`src/rtl/servo_pulse_capture_pkg.sv`:
```
// Shared types and register-map constants for the servo pulse capture block.
package servo_capture_pkg;

  typedef enum logic [1:0] {
    ST_IDLE = 2'd0,
    ST_HIGH = 2'd1,
    ST_LOW  = 2'd2,
    ST_LOST = 2'd3
  } cap_state_e;

  localparam logic [1:0] ADDR_STATUS = 2'd0;
  localparam logic [1:0] ADDR_HIGH   = 2'd1;
  localparam logic [1:0] ADDR_PERIOD = 2'd2;
  localparam logic [1:0] ADDR_CTRL   = 2'd3;

  localparam int STATUS_NEW_BIT  = 0;
  localparam int STATUS_LOST_BIT = 1;
  localparam int STATUS_CNT_LSB  = 8;

  localparam int CTRL_EN_BIT     = 0;
  localparam int CTRL_IRQ_EN_BIT = 1;
  localparam int CTRL_CLR_BIT    = 2;

endpackage

```
`src/rtl/servo_pulse_capture_if.sv`:
```
// Avalon-MM slave bus (read latency 1) plus interrupt line of the pulse capture block.
interface servo_pulse_capture_if;
  logic [1:0]  avs_address;
  logic        avs_read;
  logic        avs_write;
  logic [31:0] avs_writedata;
  logic [31:0] avs_readdata;
  logic        irq;

  modport master (
    output avs_address, avs_read, avs_write, avs_writedata,
    input  avs_readdata, irq
  );

  modport slave (
    input  avs_address, avs_read, avs_write, avs_writedata,
    output avs_readdata, irq
  );
endinterface

```
`src/rtl/pulse_sync_edge.sv`:
```
// Synchronizer chain plus edge detector producing one-cycle rise/fall pulses.
// Edges are suppressed until the chain holds post-reset samples, so a pin already high at reset is not a rise.
module pulse_sync_edge #(
  parameter int SYNC_STAGES = 2
) (
  input  logic clk,
  input  logic reset_n,
  input  logic din,
  output logic rise,
  output logic fall
);

  logic [SYNC_STAGES-1:0] sync_r;
  logic [SYNC_STAGES:0]   vld_r;
  logic                   prev_r;
  logic                   rise_r;
  logic                   fall_r;

  // synchronize, track valid fill and register the edge pulses
  always_ff @(posedge clk) begin
    if (!reset_n) begin
      sync_r <= '0;
      vld_r  <= '0;
      prev_r <= 1'b0;
      rise_r <= 1'b0;
      fall_r <= 1'b0;
    end else begin
      sync_r <= {sync_r[SYNC_STAGES-2:0], din};
      vld_r  <= {vld_r[SYNC_STAGES-1:0], 1'b1};
      prev_r <= sync_r[SYNC_STAGES-1];
      rise_r <= vld_r[SYNC_STAGES] & sync_r[SYNC_STAGES-1] & ~prev_r;
      fall_r <= vld_r[SYNC_STAGES] & ~sync_r[SYNC_STAGES-1] & prev_r;
    end
  end

  assign rise = rise_r;
  assign fall = fall_r;

endmodule

```
`src/rtl/servo_pulse_capture.sv`:
```
// Measures PWM high time and period in clk cycles; results exposed on an Avalon-MM slave.
module servo_pulse_capture
  import servo_capture_pkg::*;
#(
  parameter int CNT_W       = 24,
  parameter int TIMEOUT     = 2500000,
  parameter int SYNC_STAGES = 2
) (
  input  logic                  clk,
  input  logic                  reset_n,
  input  logic                  pwm_in,
  servo_pulse_capture_if.slave  avs
);

  localparam logic [CNT_W-1:0] CNT_MAX   = {CNT_W{1'b1}};
  localparam logic [CNT_W-1:0] CNT_ONE   = {{(CNT_W-1){1'b0}}, 1'b1};
  localparam logic [CNT_W-1:0] TIMEOUT_C = CNT_W'(TIMEOUT);

  function automatic logic [CNT_W-1:0] sat_inc(input logic [CNT_W-1:0] v);
    if (v == CNT_MAX) return CNT_MAX;
    else              return v + CNT_ONE;
  endfunction

  function automatic logic [CNT_W-1:0] sat_add(input logic [CNT_W-1:0] a, input logic [CNT_W-1:0] b);
    logic [CNT_W:0] sum;
    sum = {1'b0, a} + {1'b0, b};
    if (sum[CNT_W]) return CNT_MAX;
    else            return sum[CNT_W-1:0];
  endfunction

  logic rise_s, fall_s;

  pulse_sync_edge #(.SYNC_STAGES(SYNC_STAGES)) u_sync_edge (
    .clk     (clk),
    .reset_n (reset_n),
    .din     (pwm_in),
    .rise    (rise_s),
    .fall    (fall_s)
  );

  cap_state_e       state_r, state_s;
  logic [CNT_W-1:0] hi_cnt_r, hi_cnt_s, lo_cnt_r, lo_cnt_s, idle_cnt_r, idle_cnt_s;
  logic [CNT_W-1:0] high_r, high_s, period_r, period_s;
  logic [7:0]       sample_cnt_r, sample_cnt_s;
  logic             new_flag_r, new_flag_s, lost_r, lost_s;
  logic             enable_r, enable_s, irq_en_r, irq_en_s, irq_r, irq_s;
  logic [31:0]      readdata_r, readdata_s, rd_word_s;
  logic             status_rd_s, ctrl_wr_s, clr_s, timeout_s;
  logic             publish_s, lost_set_s, lost_rel_s;
  logic             unused_wd_s;

  assign unused_wd_s = ^avs.avs_writedata[31:3];

  // capture FSM, counters and the published result registers
  always_comb begin
    status_rd_s = avs.avs_read & (avs.avs_address == ADDR_STATUS);
    ctrl_wr_s   = avs.avs_write & (avs.avs_address == ADDR_CTRL);
    clr_s       = ctrl_wr_s & avs.avs_writedata[CTRL_CLR_BIT];
    timeout_s   = enable_r & (idle_cnt_r >= TIMEOUT_C);
    state_s     = state_r;
    hi_cnt_s    = hi_cnt_r;
    lo_cnt_s    = lo_cnt_r;
    publish_s   = 1'b0;
    lost_set_s  = 1'b0;
    lost_rel_s  = 1'b0;

    if (!enable_r) begin
      state_s  = ST_IDLE;
      hi_cnt_s = '0;
      lo_cnt_s = '0;
    end else if (timeout_s && (state_r != ST_LOST)) begin
      state_s    = ST_LOST;
      hi_cnt_s   = '0;
      lo_cnt_s   = '0;
      lost_set_s = 1'b1;
    end else begin
      case (state_r)
        ST_IDLE: begin
          if (rise_s) begin
            state_s  = ST_HIGH;
            hi_cnt_s = CNT_ONE;
            lo_cnt_s = '0;
          end else begin
            state_s = ST_IDLE;
          end
        end
        ST_HIGH: begin
          if (fall_s) begin
            state_s  = ST_LOW;
            lo_cnt_s = CNT_ONE;
          end else begin
            hi_cnt_s = sat_inc(hi_cnt_r);
          end
        end
        ST_LOW: begin
          if (rise_s) begin
            publish_s = 1'b1;
            state_s   = ST_HIGH;
            hi_cnt_s  = CNT_ONE;
            lo_cnt_s  = '0;
          end else begin
            lo_cnt_s = sat_inc(lo_cnt_r);
          end
        end
        ST_LOST: begin
          if (rise_s) begin
            state_s    = ST_HIGH;
            hi_cnt_s   = CNT_ONE;
            lo_cnt_s   = '0;
            lost_rel_s = 1'b1;
          end else begin
            state_s = ST_LOST;
          end
        end
        default: begin
          state_s  = ST_IDLE;
          hi_cnt_s = '0;
          lo_cnt_s = '0;
        end
      endcase
    end

    // idle_cnt saturates at TIMEOUT so LOST stays asserted without wrapping
    if (!enable_r || rise_s || fall_s) idle_cnt_s = '0;
    else if (idle_cnt_r < TIMEOUT_C)   idle_cnt_s = idle_cnt_r + CNT_ONE;
    else                               idle_cnt_s = idle_cnt_r;

    high_s       = publish_s ? hi_cnt_r : high_r;
    period_s     = publish_s ? sat_add(hi_cnt_r, lo_cnt_r) : period_r;
    sample_cnt_s = publish_s ? (sample_cnt_r + 8'd1) : sample_cnt_r;
    new_flag_s   = publish_s | (new_flag_r & ~(status_rd_s | clr_s));

    if (lost_set_s)      lost_s = 1'b1;
    else if (lost_rel_s) lost_s = 1'b0;
    else if (clr_s)      lost_s = 1'b0;
    else                 lost_s = lost_r;

    if (ctrl_wr_s) begin
      enable_s = avs.avs_writedata[CTRL_EN_BIT];
      irq_en_s = avs.avs_writedata[CTRL_IRQ_EN_BIT];
    end else begin
      enable_s = enable_r;
      irq_en_s = irq_en_r;
    end

    irq_s = new_flag_s & irq_en_s;
  end

  // read mux over current (pre-update) register values
  always_comb begin
    rd_word_s = 32'h0000_0000;
    case (avs.avs_address)
      ADDR_STATUS: begin
        rd_word_s[STATUS_NEW_BIT]          = new_flag_r;
        rd_word_s[STATUS_LOST_BIT]         = lost_r;
        rd_word_s[STATUS_CNT_LSB +: 8]     = sample_cnt_r;
      end
      ADDR_HIGH:   rd_word_s = 32'(high_r);
      ADDR_PERIOD: rd_word_s = 32'(period_r);
      ADDR_CTRL: begin
        rd_word_s[CTRL_EN_BIT]     = enable_r;
        rd_word_s[CTRL_IRQ_EN_BIT] = irq_en_r;
      end
      default:     rd_word_s = 32'h0000_0000;
    endcase
    readdata_s = avs.avs_read ? rd_word_s : readdata_r;
  end

  // state registers with synchronous reset
  always_ff @(posedge clk) begin
    if (!reset_n) begin
      state_r      <= ST_IDLE;
      hi_cnt_r     <= '0;
      lo_cnt_r     <= '0;
      idle_cnt_r   <= '0;
      high_r       <= '0;
      period_r     <= '0;
      sample_cnt_r <= 8'd0;
      new_flag_r   <= 1'b0;
      lost_r       <= 1'b0;
      enable_r     <= 1'b1;
      irq_en_r     <= 1'b0;
      readdata_r   <= 32'h0000_0000;
      irq_r        <= 1'b0;
    end else begin
      state_r      <= state_s;
      hi_cnt_r     <= hi_cnt_s;
      lo_cnt_r     <= lo_cnt_s;
      idle_cnt_r   <= idle_cnt_s;
      high_r       <= high_s;
      period_r     <= period_s;
      sample_cnt_r <= sample_cnt_s;
      new_flag_r   <= new_flag_s;
      lost_r       <= lost_s;
      enable_r     <= enable_s;
      irq_en_r     <= irq_en_s;
      readdata_r   <= readdata_s;
      irq_r        <= irq_s;
    end
  end

  assign avs.avs_readdata = readdata_r;
  assign avs.irq          = irq_r;

endmodule

```
`src/flat_wrapper.sv`:
```
// flat-port wrapper written by rule: the top's interface ports become plain ports
module servo_pulse_capture_flat import servo_capture_pkg::*;
#(
  parameter int CNT_W       = 24,
  parameter int TIMEOUT     = 2500000,
  parameter int SYNC_STAGES = 2
)
  (clk, reset_n, pwm_in, avs_avs_address, avs_avs_read, avs_avs_write, avs_avs_writedata, avs_avs_readdata, avs_irq);
  servo_pulse_capture_if avs_i ();
  input  logic clk;
  input  logic reset_n;
  input  logic pwm_in;
  input wire logic [$bits(avs_i.avs_address)-1:0] avs_avs_address;
  input wire logic [$bits(avs_i.avs_read)-1:0] avs_avs_read;
  input wire logic [$bits(avs_i.avs_write)-1:0] avs_avs_write;
  input wire logic [$bits(avs_i.avs_writedata)-1:0] avs_avs_writedata;
  output wire logic [$bits(avs_i.avs_readdata)-1:0] avs_avs_readdata;
  output wire logic [$bits(avs_i.irq)-1:0] avs_irq;
  assign avs_i.avs_address = avs_avs_address;
  assign avs_i.avs_read = avs_avs_read;
  assign avs_i.avs_write = avs_avs_write;
  assign avs_i.avs_writedata = avs_avs_writedata;
  assign avs_avs_readdata = avs_i.avs_readdata;
  assign avs_irq = avs_i.irq;
  servo_pulse_capture #(.CNT_W(CNT_W), .TIMEOUT(TIMEOUT), .SYNC_STAGES(SYNC_STAGES)) u_core (.clk(clk), .reset_n(reset_n), .pwm_in(pwm_in), .avs(avs_i));
endmodule
```
`config.mk`:
```
export PLATFORM = sky130hd
export DESIGN_NAME = servo_pulse_capture_flat
export DESIGN_NICKNAME = d
export VERILOG_FILES = /design/src/rtl/servo_pulse_capture_pkg.sv /design/src/rtl/servo_pulse_capture_if.sv /design/src/rtl/pulse_sync_edge.sv /design/src/rtl/servo_pulse_capture.sv /design/src/flat_wrapper.sv
export SDC_FILE = /design/constraint.sdc
export NUM_CORES = 1
export LEC_CHECK = 0
export CORE_UTILIZATION = 45
export CTS_CLUSTER_SIZE = 10
export DETAILED_ROUTE_END_ITERATION = 7
export GPL_TIMING_DRIVEN = 1
export PLACE_DENSITY = 0.67
export SYNTH_ARGS = -nofsm -noshare
export SYNTH_HDL_FRONTEND = slang
export SYNTH_SLANG_ARGS = --single-unit
```
`constraint.sdc`:
```
create_clock -name clk -period 2.3 [get_ports clk]
set_input_delay 0.575 -clock clk [delete_from_list [all_inputs] [get_ports clk]]
set_output_delay 0.575 -clock clk [all_outputs]
set_load 0.03 [all_outputs]
```
* Yosys cells after proc, flatten, opt, wreduce, memory -nomap -nowiden
Index checks and enable logic that the tools add are counted.
** Operators by class
- $add $sub $neg :: 5
- Multiply operators :: 0
- Divide/modulo/power cells :: 0
- $lt $le $gt $ge :: 2
- Equality and inequality tests :: 15
- Shift operators :: 0
- Multiplexer cells :: 34
- Bitwise gates (word level) :: 17
- Reductions and logical operators :: 15
** Operators with widths (count)
- two-way mux 24 bit :: 8
- adder 24 x 1 -> 24 bit, second input constant :: 3
- one-hot mux 24 bit (3 select lines) :: 1
- == test 24 bit, second input constant :: 2
- one-hot mux 24 bit (2 select lines) :: 1
- adder 24 x 24 -> 25 bit :: 1
- >= comparator 24 x 22 -> 1 bit, second input constant :: 1
- < comparator 24 x 22 -> 1 bit, second input constant :: 1
- one-hot mux 8 bit (3 select lines) :: 1
- one-hot mux 2 bit (4 select lines) :: 2
- one-hot mux 8 bit (2 select lines) :: 1
- two-way mux 1 bit :: 15
- one-hot mux 6 bit (2 select lines) :: 1
- bitwise AND 1 bit :: 10
- adder 8 x 1 -> 8 bit, second input constant :: 1
- == test 2 bit, second input constant :: 4
- two-way mux 2 bit :: 4
- AND reduction 2 bit :: 4
- != test 2 bit, second input constant :: 3
- != test 3 x 2 -> 1 bit, second input constant :: 2
- OR reduction 3 bit :: 2
- NOT 1 bit :: 5
- == test 2 x 1 -> 1 bit, second input constant :: 2
- logical NOT 2 bit :: 2
- 7 further kinds :: 11
** Storage, ports and cells
- Register bits :: 175
- Latch bits :: 0
- RAM bits :: 0
- Memory bits (read-only) :: 0
- Input port bits :: 39
- Output and inout port bits :: 33
- Logic and storage cells :: 107
- Memories :: 0

* Logic depth before layout (Yosys ltp)
Gate-level depths: netlist (run 1).
- Depth after elaboration :: 8
- Gate-level depth with buffers :: 11
- Mapped depth without buffers :: 10

* By module
A second synthesis (run 1) with hierarchy kept.
** Second synthesis, totals
- Cells, all modules :: 1122
- Area, all modules :: 9087.5 µm²
** By module, submodules not included
- servo_pulse_capture :: times used 1, cells an instance 1107, area an instance 8869.8 µm², sequential area each 3183.1 µm²
- pulse_sync_edge :: times used 1, cells an instance 15, area an instance 217.7 µm², sequential area each 160.2 µm²

* Worst setup path before layout (run 1)
OpenSTA, ideal clock, no wires.
- Path type :: reg2reg
- Start point :: register u_core.lo_cnt_r[0]
- End point :: register u_core.period_r[20]
- Library setup time :: 122 ps
- Data arrival time :: 2431 ps
- Data required time :: 2178 ps
- Slack :: -253 ps
- Cell stages (with the launch flop) :: 11
- Path buffers :: 0
- Clock period less this slack :: 2553 ps
- Path through :: dfxtp_1 > ha_1 > fa_1 > a21o_1 > a221o_1 > nand4_1 > o211ai_2 > o31a_1 > a221oi_2 > xor2_1 > a21oi_1
** Between the ends
- Longest elaborated chain between the ends :: 2
** RTL lines
- start, declared :: RTL line servo_pulse_capture.sv:42 : logic [CNT_W-1:0] hi_cnt_r, hi_cnt_s, lo_cnt_r, lo_cnt_s, idle_cnt_r, idle_cnt_s;
- start signal, assigned :: RTL line servo_pulse_capture.sv:188 : lo_cnt_r <= lo_cnt_s;
- adder 24 x 24 -> 25 bit :: RTL line servo_pulse_capture.sv:26 : sum = {1'b0, a} + {1'b0, b};
- two-way mux 24 bit :: RTL line servo_pulse_capture.sv:27 : if (sum[CNT_W]) return CNT_MAX;
- end signal, assigned :: RTL line servo_pulse_capture.sv:191 : period_r <= period_s;
- end, declared :: RTL line servo_pulse_capture.sv:43 : logic [CNT_W-1:0] high_r, high_s, period_r, period_s;
No other way between the ends.
A chain may end at the register's enable or synchronous reset.

* Worst setup path in the final report (run 1)
- Start point :: register u_core.lo_cnt_r[0]
- End point :: register u_core.period_r[8]
Same word-level chain as after synthesis.

==> impl_metrics.py, run 1 <==
metrics = {
    "status": {
        "run_status": "complete, but fails checks",
        "violations": "setup timing",
    },
    "timing": {
        "fin_ws_ns": -0.213,
        "setup_violations": 28,
        "fin_skew_ns": 0.0113,
        "final.period_utilization_pct": 109,
        "hold_slack_ns": 0.411,
        "min_period_ns": 2.51,
        "fmax_ghz": 0.398,
        "slew_viol_final": 0,
        "worstMarginPinSlew_ns": 0.800,
        "rsz0062_at_grt": "yes",
        "slew_headroom_pct": 46.7,
        "hold_viol_final": 0,
    },
    "place": {
        "gp_congestion": 0.857,
        "place_hpwl_mm": 14.9,
        "place_area_mm2": 0.0101,
        "portBuffers": 34,
    },
    "setup_path": {
        "critical_path_buf_inv_count": 2,
        "crit_path_end_kind": "register",
        "cpMostUsedCell": "nand4_1",
        "critical_path.max_fanout": 11,
        "required_ns": 2.61,
        "crit_slowest_cell": "dfxtp_2",
        "cp_top_family": "compound AO/OA/AOI/OAI gates",
        "cp_slowest_stage_delay_ns": 0.34,
        "startpoint_type": "register",
        "critPathLaunch": "u_core.lo_cnt_r[0]",
        "cp.arrival_ns": 2.83,
        "path_cells": "ha_4, fa_2, a21o_1, a221o_1, nand4_1, o211ai_2, buf_4, nand4_1, nand3_2, nor2_4, clkbuf_16, a21oi_1",
        "rr_startpoint": "u_core.lo_cnt_r[0]",
        "timing_worst_setup_path_type": "reg -> reg",
    },
    "synth": {
        "synth-simple-area-share_pct": 22.1,
        "synth_cells": 1110,
        "yosysWarnings": 0,
        "synth_compound_area_share_pct": 24.1,
        "ys_top_cells_by_area": "dfxtp_1 (38%), o21ai_0 (6.3%), a21oi_1 (5.7%), ha_1 (5.7%), nand2_1 (5.6%)",
        "syn_area_mm2": 0.00880,
        "synth_common_cells": "dfxtp_1 (167), nand2_1 (132), o21ai_0 (111)",
        "synth_top_area_share_pct": 38.0,
        "synth_top_family_by_area": "compound AO/OA/AOI/OAI gates",
        "synth.avg_cell_area_um2": 7.93,
        "muxShareOfSynthArea_pct": 0.356,
        "seq_area_frac_synth_pct": 38.0,
        "synth_flop_cell": "dfxtp_1",
        "synth_edf_count": 0,
        "synth_seq_cells": 167,
        "async_reset_ff_share_pct": 0,
        "synth_top_cell_by_area": "dfxtp_1",
        "synth-xor-area-share_pct": 4.28,
        "synth_cell_types": 67,
        "yosys.area_share.adder_pct": 5.92,
        "synth_most_common_cell": "dfxtp_1",
    },
    "drt": {
        "via_per_inst": 5.40,
        "ant_nets": 0,
        "drc": 0,
        "drt-initial-drc-count": 481,
        "wl_per_cell_um": 14.2,
        "wl_mm": 21.2,
        "vias": 8080,
        "dr.pass1.iters": 5,
    },
    "final_layout": {
        "antenna_cells": 0,
        "fill_cells": 1725,
        "final_util_pct": 57.4,
        "layout-drive-gt1-share_pct": 15.1,
        "multi_input_area_mm2": 0.00510,
        "regArea_mm2": 0.00335,
        "design_area_mm2": 0.0109,
        "syn_to_final_growth_pct": 23.7,
        "fin_nets": 1302,
    },
    "flow_run": {
        "maxCapViolations": 0,
    },
    "cts": {
        "cts_tree": "built",
        "clk_pin_slew_ns": 0.06,
        "cts_buffer_depth": 2,
        "htreeDepth": 4,
        "cts-buffers-inserted": 17,
        "insertion_delay_ns": 0.43,
        "clockRootBuffer": "clkbuf_16",
        "cts_hold_buf": 0,
        "cts_sinks": 167,
    },
    "global_routing": {
        "grt_pass1_wl_mm": 35.3,
        "antenna_found_initial": 0,
        "grt_max_degree": 93,
        "grt_use_total_pct": 21.7,
        "grt-ovfl-total": 0,
        "grt_pass1_vias": 7343,
    },
    "min_path": {
        "min_path_type": "reg -> reg",
        "min_from": "u_core.u_sync_edge.prev_r",
    },
    "floorplanning": {
        "start_util_pct": 46.4,
        "design.die.area_mm2": 0.0201,
        "rows": 50,
        "die_w_um": 142,
        "pin_count": 72,
        "die_height_um": 142,
        "core_area_mm2": 0.0190,
    },
    "pwr": {
        "power_w": 0.00602,
        "irDropWorstVdd_mv": 0.528,
        "powerDensity_mw_per_mm2": 553,
        "p_leak_nw": 4.20,
    },
}
## per-stage QoR
step                      instances  worst slack [ns]  TNS (ns)
after floorplan                1117            -0.116    -0.194
after global placement         1454            -0.175     -1.16
after detailed placement       1454            -0.186     -2.18
after CTS                      1488            -0.202     -3.53
after global routing           1495            -0.356    -12.02
final                          1495            -0.213     -4.66
## flip-flops by register name, summed over array words and instances, names as in the netlist, 3 cells and up
| register | count |
|---|---|
| u_core.idle_cnt_r | 24 |
| u_core.period_r | 24 |
| u_core.lo_cnt_r | 24 |
| u_core.high_r | 24 |
| u_core.sample_cnt_r | 8 |
| u_core.u_sync_edge.vld_r | 3 |
| u_core.avs.avs_readdata | 24 |
| u_core.hi_cnt_r | 24 |
## kinds of logic (layout without fill, tap and decap cells)
| group | Yosys count | in the layout |
|---|---|---|
| DFF | 167 | 167 |
| muxes | 3 | 3 |
| other | 1 | 8 |
| xor gates and xnor gates | 43 | 43 |
| buffers and inverters | 107 | 225 |
| and+or+nand+nor | 397 | 397 |
| AOI/OAI and AO/OA | 351 | 351 |
| adders and majority gates | 41 | 41 |
## power by group
| group | total [W] | internal (W) | switching, W |
|---|---|---|---|
| Sequential | 0.00291 | 0.00290 | 0.0000106 |
| Clock | 0.00289 | 0.00167 | 0.00122 |
| Combinational | 0.000214 | 0.0000767 | 0.000138 |
## layout make-up
class | instances | share of cell area (%)
Inverter | 36 | 1.24
Sequential cell | 167 | 30.8
Clock inverter | 12 | 1.32
Multi-Input combinational cell | 843 | 46.9
Timing Repair Buffer | 157 | 12.6
Clock buffer | 20 | 4.20
Tap cell | 260 | 2.99
## layer usage
metal  global-route usage [%]  routed length, um  vias to the layer above
met5                        0                  0                        -
met4                     6.73                345                        0
met3                     4.22                957                       26
met2                     34.1               9650                      193
met1                     30.0              10200                     3710
li1                         -                  -                     4151
## repair_timing
action                                  CTS  global route
pin swaps                                 1             9
gates resized for setup                   2            17
endpoints found under the setup margin   40            78
gates cloned                              0             2
buffers inserted                          2             5
## cells in the final DEF, fill, tap and decap left out, drive strengths merged, types with 3 or more instances in the layout
master and instances:
o22ai 22, inv 38, conb 8, or3 8, and2 38, a41oi 5
xor2 27, xnor2 16, a31oi 17, nor2 79, nand3 33, and3 17
nor4 4, o31a 3, clkinv 6, dfxtp 167, a22oi 14, clkbuf 21
a21boi 30, buf 123, a222oi 10, nor3 27, and4 8, a21oi 100
nand2b 10, ha 40, or2 3, nor2b 15, nand2 132, clkdlybuf4s50 33
nor3b 3, o21ai 113, nand4 15, o21a 5, a21o 14
## worst paths after layout
check,end,slack [ns],cells after the start
worst min register to register,u_core.u_sync_edge.rise,0.41,1
worst max-delay path,u_core.period_r[8],-0.21,12
worst max register to register,u_core.period_r[8],-0.21,12
worst min-delay path,u_core.u_sync_edge.rise,0.41,1
Power figures use the tool's default switching activity.
==> run 2, diff against run 1 <==
CORE_MARGIN = 3   (was not set)
MAX_ROUTING_LAYER = met4   (was not set)
PLACE_DENSITY = 0.69   (was 0.67)
==> impl_metrics.py, run 2 (synthesized netlist as in run 1, its figures left out) <==
metrics = {
    "timing": {
        "worstMarginPinSlew_ns": 0.776,
        "hold_viol_final": 0,
        "final.period_utilization_pct": 111,
        "setup_violations": 24,
        "rsz0062_at_grt": "yes",
        "fin_ws_ns": -0.255,
        "slew_viol_final": 0,
        "slew_headroom_pct": 48.3,
        "min_period_ns": 2.55,
        "fmax_ghz": 0.391,
        "fin_skew_ns": 0.00829,
    },
    "final_layout": {
        "design_area_mm2": 0.0109,
        "antenna_cells": 0,
        "final_common_cell": "dfxtp_1",
        "fin_nets": 1304,
        "fin_cells": 1495,
        "layout-drive-gt1-share_pct": 16.2,
        "final_cell_mix": "dfxtp_1 (163), nand2_1 (132), buf_4 (115)",
        "syn_to_final_growth_pct": 23.7,
    },
    "drt": {
        "dr.pass1.iters": 6,
        "ant_nets": 0,
        "wl_per_cell_um": 14.5,
        "drc": 0,
        "wl_mm": 21.6,
        "via_per_inst": 5.44,
        "drt-initial-drc-count": 624,
        "vias": 8128,
    },
    "place": {
        "gp_congestion": 0.903,
        "place_inst": 1456,
        "place_hpwl_mm": 15.2,
        "place_area_mm2": 0.0101,
        "portBuffers": 34,
    },
    "setup_path": {
        "required_ns": 2.61,
        "cp.arrival_ns": 2.87,
        "ff2ff_path_depth": 12,
        "rr_startpoint": "u_core.lo_cnt_r[0]",
        "critical_path.max_fanout": 11,
        "startpoint_type": "register",
        "crit_path_end_kind": "register",
        "rrSetupSlack_ns": -0.25,
        "timing_worst_setup_path_type": "reg -> reg",
        "timing.rr.end": "u_core.period_r[4]",
    },
    "floorplanning": {
        "die_w_um": 146,
        "start_util_pct": 46.4,
        "die_height_um": 146,
        "pin_count": 72,
        "design.die.area_mm2": 0.0213,
        "core_area_mm2": 0.0190,
        "rows": 50,
    },
    "global_routing": {
        "grt_use_total_pct": 20.4,
        "grt_max_degree": 49,
        "antenna_found_initial": 0,
        "grt_pass1_wl_mm": 35.6,
        "grt_pass1_vias": 7572,
        "grt-ovfl-total": 0,
    },
    "cts": {
        "insertion_delay_ns": 0.43,
        "cts-buffers-inserted": 17,
        "cts_tree": "built",
        "cts_sinks": 167,
        "cts_buffer_depth": 2,
        "cts_hold_buf": 0,
        "clockRootBuffer": "clkbuf_16",
        "htreeDepth": 4,
        "clk_pin_slew_ns": 0.07,
    },
    "min_path": {
        "min_from": "u_core.u_sync_edge.prev_r",
        "hold_depth": 1,
        "min_to": "u_core.u_sync_edge.rise",
        "min_path_type": "reg -> reg",
    },
    "pwr": {
        "p_leak_nw": 4.17,
        "powerDensity_mw_per_mm2": 528,
        "irDropWorstVdd_mv": 0.452,
    },
    "status": {
        "violations": "setup timing",
        "run_status": "complete, but fails checks",
    },
    "flow_run": {
        "maxCapViolations": 0,
    },
}
run 2: changes by cell type in the layout (fill, tap and decap cells not counted), sizes merged:
cell and change:
buf +1, bufinv -2, clkbuf -1, clkinv -3, clkinvlp +2, inv +3
run 2: power by group:
| part | total [W] | switching [W] | internal, W |
|---|---|---|---|
| logic | 0.000214 | 0.000137 | 0.0000762 |
| registers | 0.00291 | 0.0000106 | 0.00290 |
| clock network | 0.00262 | 0.00123 | 0.00139 |
| total | 0.00574 | 0.00138 | 0.00437 |
run 2: worst max path at each step:
stage,start,endpoint,slack (ns),depth (start not counted)
5_1_grt,u_core.lo_cnt_r[0],u_core.period_r[10],-0.30,12
3_5_place_dp,u_core.lo_cnt_r[0],u_core.period_r[20],-0.17,10
2_1_floorplan,u_core.lo_cnt_r[0],u_core.period_r[20],-0.12,10
4_1_cts,u_core.lo_cnt_r[0],u_core.period_r[20],-0.19,10
3_3_place_gp,u_core.lo_cnt_r[0],u_core.period_r[20],-0.16,10
6_report,u_core.lo_cnt_r[0],u_core.period_r[4],-0.25,12
run 2: metal layers:
metal | track usage [%] | up-vias | part of all wire, %
met5 | - | - | 0
met1 | 26.9 | 3759 | 47
met3 | 3.08 | 34 | 4.5
met2 | 32.0 | 185 | 46
met4 | 6.93 | 0 | 2.2
li1 | - | 4150 | -
run 2: repair_timing:
| item | in CTS | in global routing |
|---|---|---|
| setup buffers | 2 | 5 |
| cloned | 0 | 3 |
| resized for setup | 2 | 30 |
| endpoints found under the setup margin | 27 | 78 |
| pin swaps | 1 | 16 |
run 2: cell type report:
type | instances | area, um2
Fill cell | 1720 | 8070
Clock buffer | 18 | 429
Clock inverter | 12 | 98.8
Timing Repair Buffer | 159 | 1390
Inverter | 36 | 135
Multi-Input combinational cell | 843 | 5150
Tap cell | 260 | 325
Sequential cell | 167 | 3350
run 2: critical path, cell delays in order, from the launching register on:
cell       delay [ns]
dfxtp_2          0.34
ha_4             0.16
fa_2             0.33
a21o_1           0.18
a221o_1          0.32
nand4_1          0.13
o211ai_2         0.12
buf_4            0.16
nand4_1          0.08
nand3_2          0.12
nor2_4           0.24
clkbuf_16        0.20
a21oi_1          0.06
run 2: metrics by stage:
step | total power (W) | TNS, ns | setup slack [ns] | hold slack (ns) | util, %
floorplan | 0.00313 | -0.194 | -0.116 | 0.389 | -
global placement | 0.00319 | -2.70 | -0.164 | 0.397 | 53.5
detailed placement | 0.00319 | -2.98 | -0.174 | 0.416 | 53.5
CTS | 0.00581 | -2.81 | -0.186 | 0.428 | 56.4
global route | 0.00596 | -6.68 | -0.298 | 0.442 | 57.4
finish | 0.00574 | -5.57 | -0.255 | 0.423 | 57.4
